[src/rtl/char_motion.sv]
// Player character motion: walking with scroll-window clamping, jump/fall FSM,
// all updates gated by an internally divided motion tick.
module char_motion #(
    parameter int TICK_DIV   = 1000000,
    parameter int STEP_X     = 2,
    parameter int STEP_Y     = 4,
    parameter int JUMP_TICKS = 8,
    parameter int GROUND_Y   = 400,
    parameter int X_START    = 100,
    parameter int X_MAX      = 1000
) (
    input  logic       sys_clk,
    input  logic       sys_rst,
    input  logic       btn_left,
    input  logic       btn_right,
    input  logic       btn_jump,
    input  logic [9:0] bg_pos,
    output logic [9:0] char_X,
    output logic [9:0] char_Y,
    output logic       on_ground,
    output logic       facing_right,
    output logic       tick
);

    localparam int CNT_W = $clog2(TICK_DIV);
    localparam int RC_W  = $clog2(JUMP_TICKS + 1);

    localparam logic [CNT_W-1:0] CNT_LAST = CNT_W'(TICK_DIV - 1);
    localparam logic [RC_W-1:0]  RC_LAST  = RC_W'(JUMP_TICKS);
    localparam logic [10:0]      SX       = 11'(STEP_X);
    localparam logic [10:0]      SY       = 11'(STEP_Y);
    localparam logic [10:0]      GY       = 11'(GROUND_Y);
    localparam logic [10:0]      XMAX     = 11'(X_MAX);

    typedef enum logic [1:0] {GROUND, RISE, FALL} state_t;

    logic [CNT_W-1:0] cnt_q, cnt_d;
    logic             jump_q;
    logic             jump_pend_q, jump_pend_d;
    logic [9:0]       x_q, x_d;
    logic             facing_q, facing_d;
    logic [9:0]       y_q;
    state_t           state_q;
    logic [RC_W-1:0]  rise_cnt_q;
    logic             on_ground_q;

    logic        tick_w;
    logic        jump_edge;
    logic        jump_now;
    logic [10:0] x_w, bg_w, y_w;

    assign tick_w    = (cnt_q == CNT_LAST);
    assign jump_edge = btn_jump & ~jump_q;
    // An edge arriving on the tick cycle itself still triggers that tick's jump.
    assign jump_now  = jump_pend_q | jump_edge;
    assign x_w       = {1'b0, x_q};
    assign bg_w      = {1'b0, bg_pos};
    assign y_w       = {1'b0, y_q};

    always_comb begin
        cnt_d       = tick_w ? '0 : cnt_q + CNT_W'(1);
        jump_pend_d = tick_w ? 1'b0 : (jump_pend_q | jump_edge);

        x_d      = x_q;
        facing_d = facing_q;
        if (btn_left && !btn_right) begin
            facing_d = 1'b0;
            // Compare before subtracting so small X never wraps.
            if (x_w < bg_w + SX) x_d = bg_pos;
            else                 x_d = 10'(x_w - SX);
        end else if (btn_right && !btn_left) begin
            facing_d = 1'b1;
            if (x_w + SX > XMAX) x_d = XMAX[9:0];
            else                 x_d = 10'(x_w + SX);
        end
        if (x_w < bg_w) x_d = bg_pos;
    end

    always_ff @(posedge sys_clk or posedge sys_rst) begin
        if (sys_rst) begin
            cnt_q       <= '0;
            jump_q      <= 1'b0;
            jump_pend_q <= 1'b0;
            x_q         <= 10'(X_START);
            facing_q    <= 1'b1;
            y_q         <= GY[9:0];
            state_q     <= GROUND;
            rise_cnt_q  <= '0;
            on_ground_q <= 1'b1;
        end else begin
            cnt_q       <= cnt_d;
            jump_q      <= btn_jump;
            jump_pend_q <= jump_pend_d;
            if (tick_w) begin
                x_q      <= x_d;
                facing_q <= facing_d;
                case (state_q)
                    GROUND: begin
                        y_q <= GY[9:0];
                        if (jump_now) begin
                            state_q     <= RISE;
                            y_q         <= 10'(GY - SY);
                            rise_cnt_q  <= RC_W'(1);
                            on_ground_q <= 1'b0;
                        end
                    end
                    RISE: begin
                        // Apex: hold Y for this tick and start falling.
                        if (rise_cnt_q == RC_LAST || y_w < SY) begin
                            state_q <= FALL;
                        end else begin
                            y_q        <= 10'(y_w - SY);
                            rise_cnt_q <= rise_cnt_q + RC_W'(1);
                        end
                    end
                    FALL: begin
                        if (y_w + SY >= GY) begin
                            y_q         <= GY[9:0];
                            state_q     <= GROUND;
                            on_ground_q <= 1'b1;
                        end else begin
                            y_q <= 10'(y_w + SY);
                        end
                    end
                    default: begin
                        state_q     <= GROUND;
                        y_q         <= GY[9:0];
                        on_ground_q <= 1'b1;
                    end
                endcase
            end
        end
    end

    assign char_X       = x_q;
    assign char_Y       = y_q;
    assign on_ground    = on_ground_q;
    assign facing_right = facing_q;
    assign tick         = tick_w;

endmodule

[config.mk]
export PLATFORM = sky130hd
export DESIGN_NAME = char_motion
export DESIGN_NICKNAME = d
export VERILOG_FILES = /design/src/rtl/char_motion.sv
export SDC_FILE = /design/constraint.sdc
export NUM_CORES = 1
export LEC_CHECK = 0
export CORE_MARGIN = 2
export CORE_UTILIZATION = 58
export CTS_CLUSTER_SIZE = 20
export DETAILED_ROUTE_END_ITERATION = 10
export GPL_TIMING_DRIVEN = 1
export PLACE_DENSITY = 0.8
export REMOVE_ABC_BUFFERS = 1
export SETUP_SLACK_MARGIN = 0.3
export SKIP_LAST_GASP = 1
export SYNTH_ARGS = -nofsm -noshare
export SYNTH_HDL_FRONTEND = slang
export SYNTH_SLANG_ARGS = --single-unit
[constraint.sdc]
create_clock -name sys_clk -period 3.8 [get_ports sys_clk]
set_input_delay 0.76 -clock sys_clk [delete_from_list [all_inputs] [get_ports sys_clk]]
set_output_delay 0.76 -clock sys_clk [all_outputs]
set_load 0.01 [all_outputs]
==> summary.md, run 1 <==
| Metric | Value |
|---|---|
| Status | `finished clean` |
| Die span in x | `84.5 um` |
| Sink Count | `48` |
| First-pass GRT wire length | `15,800 um` |
| Startpoint Class | `input pin` |
| CTS Buffer Depth | `2` |
| ANT nets after route | `0` |
| WP data arrival | `3.59 ns` |
| Initial antenna violation count | `0` |
| Post-synth top area share | `0.266` |
| CP bufs+invs | `1` |
| CP max FO | `4` |
| Crit end category | `flip-flop` |
| Synthesized instance count | `roughly 450` |
| Critical-path top delay cell | `clkdlybuf4s50_1` |
| Synth Flop Type | `dfrtp_1` |
| Final nets | `530` |
| Worst Hold Launch | `cnt_q[0]` |
| DR pass1 iterations | `5` |
| GR Overflow Total | `0` |
| Largest area contributor in the netlist | `dfrtp_1` |
| DP Wirelength | `6810 um` |
| Num CTS Buffers | `5` |
| DIE AREA | `0.00714 mm^2` |
| Initial drt markers | `260` |
| GR Util All Layers | `0.268` |
| DR vias/cell | `6.23` |
| Root Buffer | `clkbuf_8` |
| Worst r2r path cells | `9` |
| FMAX | `295 MHz` |
| CORE AREA | `about 0.0063 mm^2` |
| Cell Area, Synth | `0.00376 mm^2` |
| Skew-Pair Late Insertion Delay | `~0.3 ns` |
| Dominant cells by area after synthesis | `dfrtp_1 (27%), ha_1 (9.0%), dfstp_2 (5.6%)` |
| Crit Path Class | `input pin to flip-flop` |
| CP Launch Point | `bg_pos[3]` |
| Final Hold Viols | `0` |
| Post-synth EDFFs | `0` |
| Final core occ | `0.690` |
| Worst path cell trace | `clkdlybuf4s50_1 > and4_4 > and3_1 > nand2_1 > xnor2_1 > ha_1 > nand3_1 > nor3_2 > a221oi_2 > a211o_1 > o41ai_2 > o21ai_1 > a31o_2` |
| CTS tree | `yes` |
| Dpl cells | `554` |
| Min-Delay Path Depth | `1` |
| Post-synth ARST share | `1.00` |
| Worst rel slew slack | `0.332` |
| Worst Tran Pin Value | `1.00 ns` |
| Vias | `3,524` |
| Vias in the first global route | `3,375` |
| Count of cell types in the netlist | `69` |
| Routed len/inst | `16.6 um` |
| Leak pwr | `1.90 nW` |
| Critical path depth | `13` |
| IR drop worst, VDD | `261 uV` |
| Die H | `84.5 um` |
| Worst path top cell family by delay | `compound AO/OA/AOI/OAI gates` |
| Minimum clock period | `3.39 ns` |
| Hold Crit Class | `flip-flop to flip-flop` |
| Final max-slew violation count | `0` |
| Final worst-path cycle share | `0.892` |
| Worst EP required | `4.00 ns` |
| Layout area overhead | `15.9%` |
| CTS H-tree depth | `2` |
| Final non-filler cell total | `approximately 570` |
| Reg2Reg Launch Point | `cnt_q[15]` |
| Clock skew | `0.00925 ns` |
| Number of remaining DRC errors | `0` |
| Setup TNS | `0 ns` |
| MaxCap Viol Count | `0` |
| Diodes inserted | `0` |
| Yosys reg bits | `48` |
| Fraction of layout cells with a size suffix above 1 | `0.119` |
| Power density cells | `249 mW/mm^2` |
| CTS clk-pin slew, worst paths | `0.09 ns` |
| Largest net degree at the start of global routing | `49` |
| Routability cong. | `~0.95` |
| Critical Path Max Stage Delay | `roughly 0.50 ns` |
| I/O pin count | `38` |
| Row count | `29` |
| RSZ-0062 raised after global routing | `no` |
| Seq/Total Area, Yosys | `0.322` |
| Final setup violating endpoints | `0` |
| Avg Cell Area, Syn | `8.30 um^2` |
| Initial Util | `0.596` |
| I/O Buffers | `35` |
| Routed WL | `about 9400 um` |
| YS warnings | `0` |
| Post-CTS Hold Buffers | `0` |
==> worst register-to-register path, stage by stage (launching register included) <==
cell and delay [ns]:
dfrtp_1 0.39, or4b_1 0.52, or4_4 0.53, or4_4 0.45
inv_2 0.08, buf_4 0.24, o21ai_1 0.34, inv_1 0.21
o211ai_1 0.12, a22o_1 0.24
==> repair_timing <==
item,CTS,global route
endpoints found under the setup margin,1,9
gates resized for setup,1,7
pin swaps,1,0
buffers inserted,4,0
gates cloned,0,0
==> cells by family after synthesis <==
group,after synthesis,synth area share
xor+xnor,34,0.0792
buf+inv,53,0.0579
compound gates,118,0.218
mux,2,0.00566
simple gates,170,0.226
fa+ha+maj,27,0.0898
flops,48,0.322
other cells,1,0.000997
==> sequential cells by signal, summed over array words and instances, names as in the netlist <==
name          flops
char_X           10
char_Y            8
cnt_q            20
facing_right      1
jump_pend_q       1
jump_q            1
on_ground         1
rise_cnt_q        4
state_q           2
==> report_power, final <==
part | leakage [nW] | switching, mW | internal [mW] | total (mW)
clock network | 0.0541 | 0.177 | 0.195 | 0.372
logic | 1.27 | 0.0947 | 0.0780 | 0.173
registers | 0.583 | 0.0207 | 0.518 | 0.539
total | 1.90 | 0.293 | 0.791 | 1.08
==> cells in the mapped netlist (4+ instances only) <==
master    number
nand2_1       53
dfrtp_1       40
nor2_1        35
inv_1         29
a21oi_1       28
ha_1          27
o21ai_0       23
nand3_1       20
xnor2_1       20
clkbuf_1      15
xor2_1        14
nor3_1        11
dfstp_2        8
a221oi_1       7
a22oi_1        7
or3_1          7
nand2b_1       6
nand4_1        6
a21o_1         5
and3_1         5
o22ai_1        5
a211oi_1       4
a31oi_1        4
and4_1         4
o211ai_1       4
o31ai_1        4
==> cells in the final DEF, fill, tap and decap left out, types with 5 or more instances in the layout <==
cell type        count
nor3_1               9
xnor2_1             20
nand3_1             20
nand4_1              6
a21o_1               5
nand2b_1             6
buf_4               15
clkdlybuf4s50_1     34
dfrtp_1             40
a221oi_1             6
a21oi_1             28
o22ai_1              5
and3_1               5
nand2_1             53
inv_1               28
o21ai_0             22
xor2_1              14
ha_1                26
dfstp_2              8
a22oi_1              7
clkbuf_8             5
or3_1                7
nor2_1              35
==> metrics by stage <==
stage | total power [mW] | area [um^2] | hold slack [ns] | worst slack, ns
finish | 1.08 | 4360 | 0.493 | 0.410
global placement | 0.710 | 4190 | 0.461 | 0.0606
global route | 1.13 | 4360 | 0.514 | 0.302
detailed placement | 0.715 | 4190 | 0.481 | 0.0182
CTS | 1.09 | 4330 | 0.496 | 0.335
floorplan | 0.641 | 3660 | 0.445 | 0.665
==> final cells by class <==
type	count	area [um^2]
flip-flops and latches	48	1210
fillers	516	1960
clock buffers	5	68.8
clock inverters	3	42.5
well taps	77	96.3
repair buffers	50	462
multi-input cells	353	2360
inverters	30	113
==> worst paths after layout <==
check	end	slack [ns]
max	char_X[8]	0.41
min	cnt_q[0]	0.49
max reg2reg	char_Y[6]	0.57
min reg2reg	cnt_q[0]	0.49
max in group asynchronous	char_Y[6]	2.16
min in group asynchronous	cnt_q[4]	1.01
==> routing by layer <==
layer | routed length, um | vias up | track usage
met1 | 4250 | 1674 | 0.361
li1 | - | 1692 | -
met5 | 0 | - | 0
met4 | 237 | 0 | 0.101
met3 | 485 | 26 | 0.0374
met2 | 4460 | 132 | 0.440
(Power assumes the default switching activity.)
==> inputs of run 2 (changes only) <==
--- a/config.mk
+++ b/config.mk
@@ -10,6 +10,7 @@
 export CTS_CLUSTER_SIZE = 20
 export DETAILED_ROUTE_END_ITERATION = 10
 export GPL_TIMING_DRIVEN = 1
+export HOLD_SLACK_MARGIN = 0.03
 export PLACE_DENSITY = 0.8
 export REMOVE_ABC_BUFFERS = 1
 export SETUP_SLACK_MARGIN = 0.3
==> results of run 2 <==
Final layout, timing and power as in run 1 (identical DEF).
